## src/rtl/mem_req_sched_pkg.sv

```systemverilog
// mem_req_sched_pkg: shared request type, issue-FSM states and default sizes for the memory request scheduler
package mem_req_sched_pkg;
  localparam int WIDTH_DEF     = 32;
  localparam int DEPTH_DEF     = 16;
  localparam int ADDRESS_DEF   = 4;
  localparam int REQ_DEPTH_DEF = 4;
  localparam int RSP_DEPTH     = 2;
  localparam int READ_CREDITS  = 2;
  typedef enum logic [1:0] {
    ST_IDLE  = 2'd0,
    ST_ISSUE = 2'd1,
    ST_HOLD  = 2'd2
  } state_e;
  typedef struct packed {
    logic                   write;
    logic [ADDRESS_DEF-1:0] addr;
    logic [WIDTH_DEF-1:0]   data;
  } req_t;
endpackage

```

## src/rtl/mem_sched_fifo.sv

```systemverilog
// mem_sched_fifo: synchronous FIFO; push/pop/din in, dout (0 when empty) and occupancy count out
module mem_sched_fifo #(
  parameter int W     = 8,
  parameter int DEPTH = 4
) (
  input  logic                     clk,
  input  logic                     rst,
  input  logic                     push,
  input  logic [W-1:0]             din,
  input  logic                     pop,
  output logic [W-1:0]             dout,
  output logic [$clog2(DEPTH):0]   count
);
  localparam int AW = $clog2(DEPTH);
  localparam int CW = AW + 1;
  logic [W-1:0] mem_q [DEPTH];
  logic [AW:0]  wr_q, wr_d, rd_q, rd_d;
  logic         empty, full, do_push, do_pop;
  // A push into a full FIFO is accepted when a pop frees the head slot in the same cycle.
  always_comb begin
    count   = wr_q - rd_q;
    empty   = count == '0;
    full    = count == CW'(DEPTH);
    do_pop  = pop && !empty;
    do_push = push && (!full || do_pop);
    wr_d    = wr_q + CW'(do_push);
    rd_d    = rd_q + CW'(do_pop);
    dout    = empty ? '0 : mem_q[rd_q[AW-1:0]];
  end
  always_ff @(posedge clk or negedge rst) begin
    if (!rst) begin
      wr_q <= '0;
      rd_q <= '0;
    end else begin
      wr_q <= wr_d;
      rd_q <= rd_d;
    end
  end
  always_ff @(posedge clk) begin
    if (do_push) mem_q[wr_q[AW-1:0]] <= din;
  end
endmodule

```

## src/rtl/mem_req_sched.sv

```systemverilog
// mem_req_sched: in-order request queue issuing single-port memory writes/reads with credit-limited read responses
// Ports: req_* upstream request handshake; in_data/address/wr_en/rd_en to memory; out_data/valid_out from memory;
//        rsp_* downstream read response handshake; busy while requests are queued or a read is outstanding.
module mem_req_sched
  import mem_req_sched_pkg::*;
#(
  parameter int WIDTH     = WIDTH_DEF,
  parameter int DEPTH     = DEPTH_DEF,
  parameter int ADDRESS   = ADDRESS_DEF,
  parameter int REQ_DEPTH = REQ_DEPTH_DEF
) (
  input  logic               clk,
  input  logic               rst,
  input  logic               req_valid,
  output logic               req_ready,
  input  logic               req_write,
  input  logic [ADDRESS-1:0] req_addr,
  input  logic [WIDTH-1:0]   req_data,
  output logic [WIDTH-1:0]   in_data,
  output logic [ADDRESS-1:0] address,
  output logic               wr_en,
  output logic               rd_en,
  input  logic [WIDTH-1:0]   out_data,
  input  logic               valid_out,
  output logic               rsp_valid,
  input  logic               rsp_ready,
  output logic [WIDTH-1:0]   rsp_data,
  output logic [ADDRESS-1:0] rsp_addr,
  output logic               busy
);
  localparam int QW = $clog2(REQ_DEPTH);
  localparam int SW = $clog2(RSP_DEPTH);
  typedef struct packed {
    logic               write;
    logic [ADDRESS-1:0] addr;
    logic [WIDTH-1:0]   data;
  } entry_t;
  entry_t                     push_entry, head;
  logic [QW:0]                rq_count;
  logic [SW:0]                rsp_count;
  logic [ADDRESS+WIDTH-1:0]   rsp_word;
  logic                       rq_full, rq_empty, rq_push, rq_pop, rsp_push, rsp_pop;
  logic [1:0]                 credits;
  state_e                     state;
  logic                       wr_en_q, wr_en_d, rd_en_q, rd_en_d, pend_q, pend_d;
  logic [ADDRESS-1:0]         address_q, address_d, pend_addr_q, pend_addr_d;
  logic [WIDTH-1:0]           in_data_q, in_data_d;
  assign push_entry = {req_write, req_addr, req_data};
  mem_sched_fifo #(.W($bits(entry_t)), .DEPTH(REQ_DEPTH)) u_req_q (
    .clk   (clk),
    .rst   (rst),
    .push  (rq_push),
    .din   (push_entry),
    .pop   (rq_pop),
    .dout  (head),
    .count (rq_count)
  );
  mem_sched_fifo #(.W(ADDRESS + WIDTH), .DEPTH(RSP_DEPTH)) u_rsp_q (
    .clk   (clk),
    .rst   (rst),
    .push  (rsp_push),
    .din   ({pend_addr_q, out_data}),
    .pop   (rsp_pop),
    .dout  (rsp_word),
    .count (rsp_count)
  );
  // A read holds its credit from issue until its response leaves the response FIFO:
  // rd_en_q and pend_q cover the two cycles before the response lands.
  always_comb begin
    rq_empty    = rq_count == '0;
    rq_full     = rq_count == (QW+1)'(REQ_DEPTH);
    credits     = 2'(READ_CREDITS) - (2'(rsp_count) + {1'b0, rd_en_q} + {1'b0, pend_q});
    state       = rq_empty ? ST_IDLE : (head.write || credits != 2'd0) ? ST_ISSUE : ST_HOLD;
    rq_pop      = state == ST_ISSUE;
    req_ready   = rst && (!rq_full || rq_pop);
    rq_push     = req_valid && req_ready;
    wr_en_d     = rq_pop && head.write;
    rd_en_d     = rq_pop && !head.write;
    address_d   = rq_pop ? head.addr : address_q;
    in_data_d   = wr_en_d ? head.data : in_data_q;
    pend_d      = rd_en_q;
    pend_addr_d = rd_en_q ? address_q : pend_addr_q;
    rsp_push    = valid_out && pend_q;
    rsp_valid   = rsp_count != '0;
    rsp_pop     = rsp_valid && rsp_ready;
    {rsp_addr, rsp_data} = rsp_word;
    busy        = !rq_empty || rd_en_q || pend_q;
    wr_en       = wr_en_q;
    rd_en       = rd_en_q;
    address     = address_q;
    in_data     = in_data_q;
  end
  always_ff @(posedge clk or negedge rst) begin
    if (!rst) begin
      wr_en_q     <= 1'b0;
      rd_en_q     <= 1'b0;
      pend_q      <= 1'b0;
      address_q   <= '0;
      pend_addr_q <= '0;
      in_data_q   <= '0;
    end else begin
      wr_en_q     <= wr_en_d;
      rd_en_q     <= rd_en_d;
      pend_q      <= pend_d;
      address_q   <= address_d;
      pend_addr_q <= pend_addr_d;
      in_data_q   <= in_data_d;
    end
  end
  assert property (@(posedge clk) disable iff (!rst) !(wr_en_q && rd_en_q));
  assert property (@(posedge clk) disable iff (!rst) (wr_en_q || rd_en_q) |-> int'(address_q) < DEPTH);
endmodule

```

## config.mk

```make
export PLATFORM = sky130hd
export DESIGN_NAME = mem_req_sched
export DESIGN_NICKNAME = d
export VERILOG_FILES = /design/src/rtl/mem_req_sched_pkg.sv /design/src/rtl/mem_sched_fifo.sv /design/src/rtl/mem_req_sched.sv
export SDC_FILE = /design/constraint.sdc
export NUM_CORES = 1
export LEC_CHECK = 0
export ABC_AREA = 1
export CELL_PAD_IN_SITES_DETAIL_PLACEMENT = 1
export CELL_PAD_IN_SITES_GLOBAL_PLACEMENT = 1
export CORE_MARGIN = 2
export CORE_UTILIZATION = 41
export CTS_CLUSTER_SIZE = 24
export DETAILED_ROUTE_END_ITERATION = 8
export GPL_ROUTABILITY_DRIVEN = 0
export GPL_TIMING_DRIVEN = 1
export PLACE_DENSITY_LB_ADDON = 0.25
export SLEW_MARGIN = 10
export SYNTH_ARGS = -nofsm -noshare
export SYNTH_HDL_FRONTEND = slang
export SYNTH_SLANG_ARGS = --single-unit
```

## constraint.sdc

```tcl
create_clock -name clk -period 3.65 [get_ports clk]
set_input_delay 0.73 -clock clk [delete_from_list [all_inputs] [get_ports clk]]
set_output_delay 0.73 -clock clk [all_outputs]
set_load 0.02 [all_outputs]
```

==> flow_summary_export.csv <==
group,metric,value,unit
sta,drv_slew,0,
critical_path,path_buf_inv,5,
layout,post-route-util,0.5266,
floorplanning,coreArea,0.02621,mm2
layout,diodes,0,
routing,post_drt_wl_per_cell,18.67,um
layout,finalInstanceArea,0.01380,mm2
sta,fin_hold_ws,0.4744,ns
cts,cts_max_path_buffers,3,
routing,vias,6594,
sta,rsz0062_at_grt,"false",
sta,fin_skew,0.01014,ns
floorplanning,fp.dieW,167.9,um
sta,finalSetupViolations,0,
sta,hold_violations,0,
sta,slew-limit-headroom,0.3729,
pwr,p_leak,5.107,nW
synthesis,synth_top_area_frac,0.6001,
critical_path,required,2.92,ns
layout,drive_gt1_frac,0.1888,
pwr,intPower,8.120,mW
outcome,status,"completed",
global_route,antenna_found_initial,1,
critical_path,crit_path_max_incr_delay,0.61,ns
pwr,p_seq_frac,0.333,
layout,nets,1044,
critical_path,cp_cell_sequence,"inv_1, ha_1, inv_1, nand3_1, nand2_1, nand2_1, buf_4, nand2_1, inv_1, clkdlybuf4s50_1",
placement,post_dp_cell_area,0.01288,mm2
layout,final_cell_count_no_fill,1315,
routing,remaining_drc_errors,0,
global_route,grt.total_usage,0.1761,
synthesis,post-synth-top-area-cell,"edfxtp_1",
critical_path,crit_fanout,38,
global_route,grt_pass1_wl,39300,um
sta,tightest_slew,0.9406,ns
routing,ant_nets,0,
critical_path,worstSetupStartpoint,"u_rsp_q.wr_q[0]",
global_route,grt_max_degree,69,
placement,dp_cells,1261,
synthesis,yosysSeqAreaShare,0.7205,
synthesis,yosysMostFrequentCell,"edfxtp_1",
placement,dp_hpwl,15030,um
pwr,powerDensity,975.8,mW/mm2
critical_path,rr_startpoint,"u_rsp_q.wr_q[0]",
pwr,combPwrFrac,0.461,
routing,wl,24560,um
pwr,p_switching,5.346,mW
routing,drt_pass1_iterations,4,
cts,clock_sinks,273,
cts,numCtsBuffers,29,
synthesis,syn_area,0.01101,mm2
critical_path,crit_arrival,2.68,ns
synthesis,synth_edf_count,220,
pwr,clockPowerShare,0.207,
synthesis,syn_avg_cell_area,13.83,um2
layout,area_growth,25.35,%
routing,drtIter0Drc,301,
pwr,ir_drop,0.5334,mV
floorplanning,start_util,0.4201,
synthesis,synth-seq-cells,273,
global_route,grt_pass1_vias,7081,
synthesis,synth.cells.most_frequent,"edfxtp_1, nor2_1, o21ai_0, nand2_1, inv_1",
critical_path,critPathSlowestCell,"clkdlybuf4s50_1",
cts,post_cts_buffers,0,
floorplanning,dieHeight,167.9,um
pwr,switching_share,0.3970,
job,maxCapViolations,0,
worst_hold_path,min-delay-start,"pend_addr_q[1]",
synthesis,ys_async_sr_fraction,0.1941,
floorplanning,std_cell_rows,59,
synthesis,synthDistinctLibCells,31,
synthesis,synth_area_leaders,"edfxtp_1, dfrtp_1, mux2_2",
sta,clock.fmax,0.2932,GHz
sta,setup_tns,0,ns
critical_path,critPathTopFamily,"buffers and inverters",
critical_path,cp-start-kind,"register",
cts,clock-root-buffer,"clkbuf_16",
cts,htree_levels,1,
floorplanning,io-pin-count,151,
synthesis,synth_ff_type,"edfxtp_1",
worst_hold_path,hold_class,"reg -> reg",
floorplanning,dieArea,0.02818,mm2
placement,portBuffers,150,
sta,post-route-min-period,3.410,ns
cts,insertion_delay,0.53,ns
critical_path,worstSetupPathType,"reg -> out",
synthesis,syn_inst,796,
cts,cts_tree,"yes",
routing,vias_per_cell,5.014,
synthesis,synth_nets,882,
global_route,grt_overflow,0,
synthesis,yosysWarningCount,0,
critical_path,crit_path_end_kind,"primary output",
cts,clk_pin_slew,0.06,ns
sta,fin_crit_sh,0.9344,
[layout by cell type (no fill, tap or decap), types with 5 or more instances in the layout]
cell type | netlist | routed
edfxtp_1 | 220 | 220
clkdlybuf4s50_1 | 0 | 148
nor2_1 | 120 | 115
o21ai_0 | 72 | 72
nand2_1 | 61 | 61
inv_1 | 55 | 55
dfrtp_1 | 53 | 52
mux2_2 | 40 | 40
o22ai_1 | 36 | 36
nor2_4 | 29 | 34
nor2_2 | 30 | 30
clkbuf_16 | 0 | 29
buf_4 | 4 | 17
ha_1 | 12 | 10
clkinv_2 | 0 | 10
nand3_1 | 6 | 6
xor2_1 | 5 | 5
clkinv_1 | 0 | 5
[through the flow]
| step | setup WS [ns] | power, mW |
|---|---|---|
| after CTS | 0.08256 | 13.67 |
| after global placement | 0.4244 | 10.62 |
| after floorplan | -0.08506 | 8.675 |
| after detailed placement | 0.3571 | 10.79 |
| final | 0.2396 | 13.47 |
| after global routing | 0.0008717 | 14.37 |
[final cells by class]
cell class	instances	area [um2]
Clock buffer	32	737.0
Clock inverter	21	167.7
Fill cell	2591	12410
Inverter	58	225.2
Multi-Input combinational cell	427	2669
Sequential cell	273	7934
Tap cell	335	419.2
Timing Repair Buffer	169	1649
[sequential cells by signal, indices dropped and copies added, names as in the netlist]
register	count
pend_addr_q	4
pend_q	1
address	4
rd_en	1
u_rsp_q.wr_q	2
u_req_q.mem_q	148
in_data	32
u_rsp_q.mem_q	72
u_req_q.wr_q	3
u_rsp_q.rd_q	2
u_req_q.rd_q	3
wr_en	1
[path summary, 6_finish.rpt]
path,cells past startpoint,slack [ns],end
worst max-delay path,10,0.24,rsp_addr[1]
worst min-delay path,0,0.47,u_rsp_q.mem_q[0][33]
worst max register to register,14,0.61,u_req_q.mem_q[3][22]
worst min register to register,0,0.47,u_rsp_q.mem_q[0][33]
max in group asynchronous,3,2.11,u_req_q.rd_q[0]
min in group asynchronous,2,0.55,u_rsp_q.wr_q[1]
[routing by layer]
layer / GRT usage / up-vias / wire (um)
met3: 0.03197 / 28 / 1081
met4: 0.03932 / 2 / 345
met1: 0.2295 / 3323 / 10940
met5: 0 / - / 13
li1: - / 3095 / -
met2: 0.3085 / 146 / 12180
[cell families after synthesis]
group                    Yosys count  share of synthesized area
AO/OA/AOI/OAI                    114                    0.05819
multiplexers                      40                    0.04091
adder cells (fa/ha/maj)           12                    0.01364
buffers and inverters             96                    0.04091
AND/OR/NAND/NOR                  254                     0.1202
flip-flops                       273                     0.7205
XOR/XNOR                           7                   0.005569
[what timing repair did]
item / in CTS / in global routing
gates resized for setup: 2 / 3
hold endpoints to repair: 2 / 0
hold buffers: 1 / 0
endpoints found under the setup margin: 1 / 1
pin swaps: 0 / 1
[power groups by stage]
stage          sequential [mW]  combinational (mW)  clock, mW
5_1_grt                   4.55                6.85       2.98
6_report                  4.48                6.20       2.78
3_3_place_gp              4.51                6.11          0
3_5_place_dp              4.54                6.25          0
2_1_floorplan             4.74                3.94          0
4_1_cts                   4.49                6.32       2.87
No activity file was read; power rests on OpenSTA's default activity.
